$ cat config.mk
export PLATFORM = sky130hd
export DESIGN_NAME = sdram_arbit
export DESIGN_NICKNAME = d
export VERILOG_FILES = /design/src/rtl/sdram_pkg.sv /design/src/rtl/sdram_wdog.sv /design/src/rtl/sdram_arbit.sv
export SDC_FILE = /design/constraint.sdc
export NUM_CORES = 1
export LEC_CHECK = 0
export ABC_AREA = 1
export ABC_CLOCK_PERIOD_IN_PS = 3200
export CORE_UTILIZATION = 34
export CTS_BUF_LIST = sky130_fd_sc_hd__clkbuf_16
export DETAILED_ROUTE_END_ITERATION = 7
export PLACE_DENSITY = 0.95
export SKIP_CTS_REPAIR_TIMING = 1
export SLEW_MARGIN = 20
export SYNTH_ARGS = -nofsm -noshare
export SYNTH_HDL_FRONTEND = slang
export SYNTH_SLANG_ARGS = --single-unit
$ cat constraint.sdc
create_clock -name clk -period 3.2 [get_ports clk]
set_clock_uncertainty 0.1 [all_clocks]
set_input_delay 0.96 -clock clk [delete_from_list [all_inputs] [get_ports clk]]
set_output_delay 0.96 -clock clk [all_outputs]
set_load 0.005 [all_outputs]
$ cat src/rtl/sdram_pkg.sv
// sdram_pkg: shared definitions for the SDRAM controller slice.
// Holds the one-hot arbiter state encoding broadcast to the init, refresh,
// write and read modules, the SDRAM command codes those modules drive
// ({cs_n, ras_n, cas_n, we_n}) and the default watchdog limit.
package sdram_pkg;

  // One-hot arbiter states; 6'b00_0100 is reserved and never entered.
  typedef enum logic [5:0] {
    ST_INIT  = 6'b00_0001,
    ST_ARBIT = 6'b00_0010,
    ST_RSVD  = 6'b00_0100,
    ST_WRITE = 6'b00_1000,
    ST_READ  = 6'b01_0000,
    ST_AREF  = 6'b10_0000
  } state_e;

  // SDRAM command codes {cs_n, ras_n, cas_n, we_n}.
  localparam logic [3:0] CMD_NOP  = 4'b0111;
  localparam logic [3:0] CMD_PRE  = 4'b0010;
  localparam logic [3:0] CMD_ACT  = 4'b0011;
  localparam logic [3:0] CMD_RD   = 4'b0101;
  localparam logic [3:0] CMD_WR   = 4'b0100;
  localparam logic [3:0] CMD_AREF = 4'b0001;

  // Default maximum number of cycles one granted state may last.
  localparam int unsigned WDOG_MAX_DEF = 255;

  // True for the states in which a requester owns the SDRAM bus.
  function automatic logic is_granted(input logic [5:0] s);
    return (s == ST_AREF) || (s == ST_WRITE) || (s == ST_READ);
  endfunction

endpackage

$ cat src/rtl/sdram_wdog.sv
// sdram_wdog: watchdog for one granted arbiter state.
// Ports:
//   clk       in  system clock
//   rstn      in  asynchronous active-low reset
//   i_clr     in  restart the count (asserted on the grant edge)
//   i_en      in  count enable (high while a granted state is active)
//   o_timeout out high during the WDOG_MAX-th cycle of the granted state
// The counter holds 0 in the first granted cycle, so o_timeout rises in the
// cycle where WDOG_MAX cycles have been spent and the arbiter leaves on that
// cycle's closing edge.
module sdram_wdog
  import sdram_pkg::*;
#(
  parameter int unsigned WDOG_MAX = WDOG_MAX_DEF
) (
  input  logic clk,
  input  logic rstn,
  input  logic i_clr,
  input  logic i_en,
  output logic o_timeout
);

  localparam logic [7:0] LIMIT = 8'(WDOG_MAX - 1);

  logic [7:0] r_cnt;

  // Cycle counter: restarts on grant, advances while the grant is active.
  always_ff @(posedge clk or negedge rstn) begin
    if (!rstn) begin
      r_cnt <= 8'd0;
    end else if (i_clr) begin
      r_cnt <= 8'd0;
    end else if (i_en) begin
      r_cnt <= r_cnt + 8'd1;
    end else begin
      r_cnt <= r_cnt;
    end
  end

  assign o_timeout = i_en && (r_cnt == LIMIT);

endmodule

$ cat src/rtl/sdram_arbit.sv
// sdram_arbit: SDRAM bus arbiter between init, auto-refresh, write and read.
// Ports:
//   clk, rstn                      clock, asynchronous active-low reset
//   init_end                       power-up initialisation finished (level)
//   init_/ref_/wr_/rd_ cmd/addr/bank  command buses of the four masters
//   ref_req, wr_req, rd_req        level requests, held until the grant
//   ref_end, wr_end, rd_end        one-cycle completion flags
//   wr_dq, wr_dq_oe                write data and its drive enable
//   state                          one-hot arbiter state (registered)
//   ref_en, wr_en, rd_en           one-cycle grant pulses (registered)
//   sdram_cmd/addr/bank            command bus of the granted master
//   sdram_dq_out, sdram_dq_oe      tri-state data drive
//   arb_err                        sticky watchdog timeout flag
module sdram_arbit
  import sdram_pkg::*;
#(
  parameter int unsigned WDOG_MAX = WDOG_MAX_DEF
) (
  input  logic        clk,
  input  logic        rstn,
  input  logic        init_end,
  input  logic [3:0]  init_cmd,
  input  logic [11:0] init_addr,
  input  logic [1:0]  init_bank,
  input  logic        ref_req,
  input  logic        wr_req,
  input  logic        rd_req,
  input  logic        ref_end,
  input  logic        wr_end,
  input  logic        rd_end,
  input  logic [3:0]  ref_cmd,
  input  logic [11:0] ref_addr,
  input  logic [1:0]  ref_bank,
  input  logic [3:0]  wr_cmd,
  input  logic [11:0] wr_addr,
  input  logic [1:0]  wr_bank,
  input  logic [3:0]  rd_cmd,
  input  logic [11:0] rd_addr,
  input  logic [1:0]  rd_bank,
  input  logic [15:0] wr_dq,
  input  logic        wr_dq_oe,
  output logic [5:0]  state,
  output logic        ref_en,
  output logic        wr_en,
  output logic        rd_en,
  output logic [3:0]  sdram_cmd,
  output logic [11:0] sdram_addr,
  output logic [1:0]  sdram_bank,
  output logic [15:0] sdram_dq_out,
  output logic        sdram_dq_oe,
  output logic        arb_err
);

  state_e r_state;
  state_e w_next;
  logic   r_ref_en, r_wr_en, r_rd_en, r_arb_err;
  logic   w_ref_en, w_wr_en, w_rd_en;
  logic   w_wd_clr, w_wd_en, w_timeout, w_err_set;

  assign w_wd_en = is_granted(r_state);

  sdram_wdog #(
    .WDOG_MAX (WDOG_MAX)
  ) u_wdog (
    .clk       (clk),
    .rstn      (rstn),
    .i_clr     (w_wd_clr),
    .i_en      (w_wd_en),
    .o_timeout (w_timeout)
  );

  // Next-state and grant decode. A matching end flag beats a simultaneous
  // timeout: the operation did finish, so no error is recorded.
  always_comb begin
    w_next    = r_state;
    w_ref_en  = 1'b0;
    w_wr_en   = 1'b0;
    w_rd_en   = 1'b0;
    w_wd_clr  = 1'b0;
    w_err_set = 1'b0;
    case (r_state)
      ST_INIT: begin
        if (init_end) w_next = ST_ARBIT;
        else          w_next = ST_INIT;
      end
      ST_ARBIT: begin
        if (ref_req) begin
          w_next   = ST_AREF;
          w_ref_en = 1'b1;
          w_wd_clr = 1'b1;
        end else if (wr_req) begin
          w_next   = ST_WRITE;
          w_wr_en  = 1'b1;
          w_wd_clr = 1'b1;
        end else if (rd_req) begin
          w_next   = ST_READ;
          w_rd_en  = 1'b1;
          w_wd_clr = 1'b1;
        end else begin
          w_next = ST_ARBIT;
        end
      end
      ST_AREF: begin
        if (ref_end)        w_next = ST_ARBIT;
        else if (w_timeout) begin
          w_next    = ST_ARBIT;
          w_err_set = 1'b1;
        end else            w_next = ST_AREF;
      end
      ST_WRITE: begin
        if (wr_end)         w_next = ST_ARBIT;
        else if (w_timeout) begin
          w_next    = ST_ARBIT;
          w_err_set = 1'b1;
        end else            w_next = ST_WRITE;
      end
      ST_READ: begin
        if (rd_end)         w_next = ST_ARBIT;
        else if (w_timeout) begin
          w_next    = ST_ARBIT;
          w_err_set = 1'b1;
        end else            w_next = ST_READ;
      end
      // Reserved or corrupted encodings fall back to arbitration.
      default: w_next = ST_ARBIT;
    endcase
  end

  // State, grant pulses and sticky error register.
  always_ff @(posedge clk or negedge rstn) begin
    if (!rstn) begin
      r_state   <= ST_INIT;
      r_ref_en  <= 1'b0;
      r_wr_en   <= 1'b0;
      r_rd_en   <= 1'b0;
      r_arb_err <= 1'b0;
    end else begin
      r_state   <= w_next;
      r_ref_en  <= w_ref_en;
      r_wr_en   <= w_wr_en;
      r_rd_en   <= w_rd_en;
      r_arb_err <= r_arb_err | w_err_set;
    end
  end

  // SDRAM pin mux: the bus of whichever master owns the current state.
  always_comb begin
    sdram_cmd  = CMD_NOP;
    sdram_addr = 12'd0;
    sdram_bank = 2'd0;
    case (r_state)
      ST_INIT: begin
        sdram_cmd  = init_cmd;
        sdram_addr = init_addr;
        sdram_bank = init_bank;
      end
      ST_AREF: begin
        sdram_cmd  = ref_cmd;
        sdram_addr = ref_addr;
        sdram_bank = ref_bank;
      end
      ST_WRITE: begin
        sdram_cmd  = wr_cmd;
        sdram_addr = wr_addr;
        sdram_bank = wr_bank;
      end
      ST_READ: begin
        sdram_cmd  = rd_cmd;
        sdram_addr = rd_addr;
        sdram_bank = rd_bank;
      end
      default: begin
        sdram_cmd  = CMD_NOP;
        sdram_addr = 12'd0;
        sdram_bank = 2'd0;
      end
    endcase
  end

  assign state        = r_state;
  assign ref_en       = r_ref_en;
  assign wr_en        = r_wr_en;
  assign rd_en        = r_rd_en;
  assign arb_err      = r_arb_err;
  assign sdram_dq_out = wr_dq;
  assign sdram_dq_oe  = (r_state == ST_WRITE) ? wr_dq_oe : 1'b0;

endmodule

==> impl_metrics.tcl <==
set metrics [dict create \
    crit_chain "clkdlybuf4s50_1, nand2_1, nand4_1, clkdlybuf4s50_1" \
    critPathLaunchType "input port" \
    synth_area_um2 1570 \
    remaining_drc_errors 0 \
    start_util_pct 35.8 \
    min_to "arb_err" \
    viasPerCell 4.87 \
    finalCoreUtilization_pct 61.8 \
    end_kind "primary output" \
    core.rowCount 24 \
    cts_tree "done" \
    regToRegSetupSlack_ns 1.46 \
    drt_pass1_iterations 5 \
    fmax_ghz 0.318 \
    cp_slowest_cell "clkdlybuf4s50_1" \
    yosys-top-cells-area "dfrtp_1 (25%), nand2_1 (23%), buf_4 (9.6%), nand4_1 (8.0%), inv_1 (5.7%)" \
    num_io_pins 143 \
    crit_arrival_ns 2.09 \
    p_int_mw 0.764 \
    grt_pass1_vias 1849 \
    rr_worst_depth 7 \
    synth_top_area_share_pct 25.5 \
    final_nets 448 \
    synth-seq-cells 17 \
    setup_viol 0 \
    p_sw_share_pct 37.1 \
    async_flop_share_pct 100 \
    dp_hpwl_um 4300 \
    worstSetupStartpoint "wr_addr[5]" \
    critPathMaxFanout 1 \
    gp_congestion 0.828 \
    cpPeakStageDelay_ns 0.51 \
    cts_max_level 1 \
    diodes 0 \
    grtUsageTotal_pct 21.9 \
    cp.required_ns 2.14 \
    ir_drop_mv 0.204 \
    p_sw_mw 0.450 \
    finalCritPeriodShare_pct 98.4 \
    synth_area_leader_cell "dfrtp_1" \
    die_area_um2 4900 \
    antenna_found_initial 0 \
    clk_pin_slew_ns 0.05 \
    synth_cell_types 27 \
    wl_um 5560 \
    p_leak_nw 1.25 \
    dr.first_iter.drc_count 89 \
    worst-path-buf-inv 2 \
    grt_max_degree 20 \
    status "completed" \
    clkLatencyLatePin_ns 0.25 \
    numCtsBuffers 3 \
    seqPwrFrac_pct 22.8 \
    grt_overflow 0 \
    path_class "input port to primary output" \
    clock-sinks 17 \
    core_area_um2 4380 \
    die_w_um 70.0 \
    hold_violations 0 \
    yosysWarnings 0 \
    io_buffers 109 \
    period_minus_slack_ns 3.15 \
    synth_edf_count 0 \
    hp-class "flop to flop" \
    grt_pass1_wl_um 8630 \
    ant_nets 0 \
    hp-start "arb_err" \
    drive_gt1_share_pct 6.92 \
    synth.avg_cell_area_um2 6.24 \
    final_area_um2 2710 \
    whs_path_depth 1 \
    r2r_start "state[0]" \
    cts-root-buf "clkbuf_16" \
    finalMaxSlewViolations 0 \
    cts_buffer_depth 2 \
    p_per_area_nw_per_um2 448 \
    power_frac_comb_pct 56.7 \
    worst_pin_slew_ns 0.768 \
    synth_nets 352 \
    syn_inst 252 \
    ys.flop_type "dfrtp_1" \
    power_frac_clock_pct 20.5 \
    slew_headroom_pct 48.7 \
    seq_area_frac_synth_pct 27.1 \
    wl_per_cell_um 13.9 \
    reg2reg_to "u_wdog.r_cnt[3]" \
    dieHeight_um 70.0 \
    vias 1944 \
    cp_top_family "buffers and inverters" \
    rsz0062_at_grt "false" \
    cap_violations 0 \
    area_growth_pct 72.5 \
    crit_path_frequent_cell "clkdlybuf4s50_1" \
    place_area_um2 2580 \
]
==> sequential cells by signal, indices dropped and copies added (netlist names) <==
signal / cells
ref_en: 1
rd_en: 1
u_wdog.r_cnt: 8
wr_en: 1
state: 5
arb_err: 1
==> cell usage after synthesis, types with 2 or more instances <==
| cell type | number |
|---|---|
| nand3_1 | 16 |
| buf_4 | 20 |
| xor2_1 | 2 |
| buf_6 | 2 |
| nand2_1 | 97 |
| nor2_2 | 3 |
| nand2_2 | 2 |
| ha_1 | 2 |
| o21ai_0 | 2 |
| dfrtp_1 | 16 |
| a21oi_1 | 2 |
| nand3_2 | 3 |
| inv_1 | 24 |
| inv_2 | 3 |
| nor3_1 | 3 |
| o21bai_1 | 2 |
| nand4_1 | 20 |
| clkinv_1 | 2 |
| nor2_1 | 19 |
| o21ai_1 | 5 |
==> stage by stage <==
step           total power [mW]  hold WS, ns  instances  setup slack (ns)  setup TNS [ns]
6_report                   1.21        0.393        399            0.0511               0
5_1_grt                    1.29        0.432        399           0.00248               0
4_1_cts                    1.23        0.408        398           -0.0503          -0.257
3_5_place_dp              0.974        0.381        394           -0.0482         -0.0482
3_3_place_gp              0.957        0.371        394            0.0173               0
2_1_floorplan             0.652        0.368        252             0.865               0
==> logic make-up after synthesis <==
kind of cell | after synthesis | share of synthesized area [%]
and+or+nand+nor | 166 | 47.5
buffers and inverters | 52 | 18.2
DFF | 17 | 27.1
AOI/OAI and AO/OA | 12 | 4.22
xor gates and xnor gates | 2 | 1.11
adders and majority gates | 2 | 1.59
other | 1 | 0.239
==> layout make-up <==
class                           count  area (µm²)
Clock inverter                      1        3.75
Multi-Input combinational cell    183         863
Clock buffer                        3        75.1
Inverter                           29         109
Tap cell                           52        65.1
Timing Repair Buffer              114        1170
Fill cell                         403        1670
Sequential cell                    17         427
==> power by group through the flow <==
stage / logic (mW) / clock network [mW] / registers [mW]
finish: 0.688 / 0.248 / 0.277
global route: 0.754 / 0.256 / 0.281
CTS: 0.699 / 0.249 / 0.277
detailed placement: 0.694 / 0 / 0.280
global placement: 0.678 / 0 / 0.279
floorplan: 0.373 / 0 / 0.279
==> worst max-delay path by stage <==
stage / slack, ns / depth (start not counted) / endpoint
global placement: 0.02 / 6 / sdram_cmd[2]
CTS: -0.05 / 6 / sdram_cmd[0]
floorplan: 0.86 / 6 / sdram_addr[5]
global route: 0.002 / 4 / sdram_addr[5]
finish: 0.05 / 4 / sdram_addr[5]
detailed placement: -0.05 / 6 / sdram_cmd[0]
==> layout by cell type (no fill, tap or decap) <==
master and count:
ha_1 2, nor2_4 1, a21oi_1 2, dfstp_2 1
buf_6 1, clkinv_1 1, clkdlybuf4s50_1 100, nand2_2 2
nand4_1 20, nor2_2 3, buf_4 3, nand3_2 4
dlymetal6s2s_1 9, dfrtp_1 16, o22ai_1 1, inv_2 4
nand3_1 15, buf_12 1, xor2_1 2, clkbuf_16 3
nor3_1 3, nor2_1 19, or2_1 1, conb_1 1
o21ai_1 5, o21ai_0 2, nand2_1 97, o21bai_1 2
nand2_4 1, inv_1 25
==> layer usage <==
metal / GRT usage, % / routed length, µm / vias up
met5: 0 / 0 / -
met4: 8.44 / 122 / 0
met3: 4.76 / 508 / 13
met2: 37.3 / 2740 / 100
met1: 26.8 / 2190 / 859
li1: - / - / 972
Power figures use the tool's default switching activity.
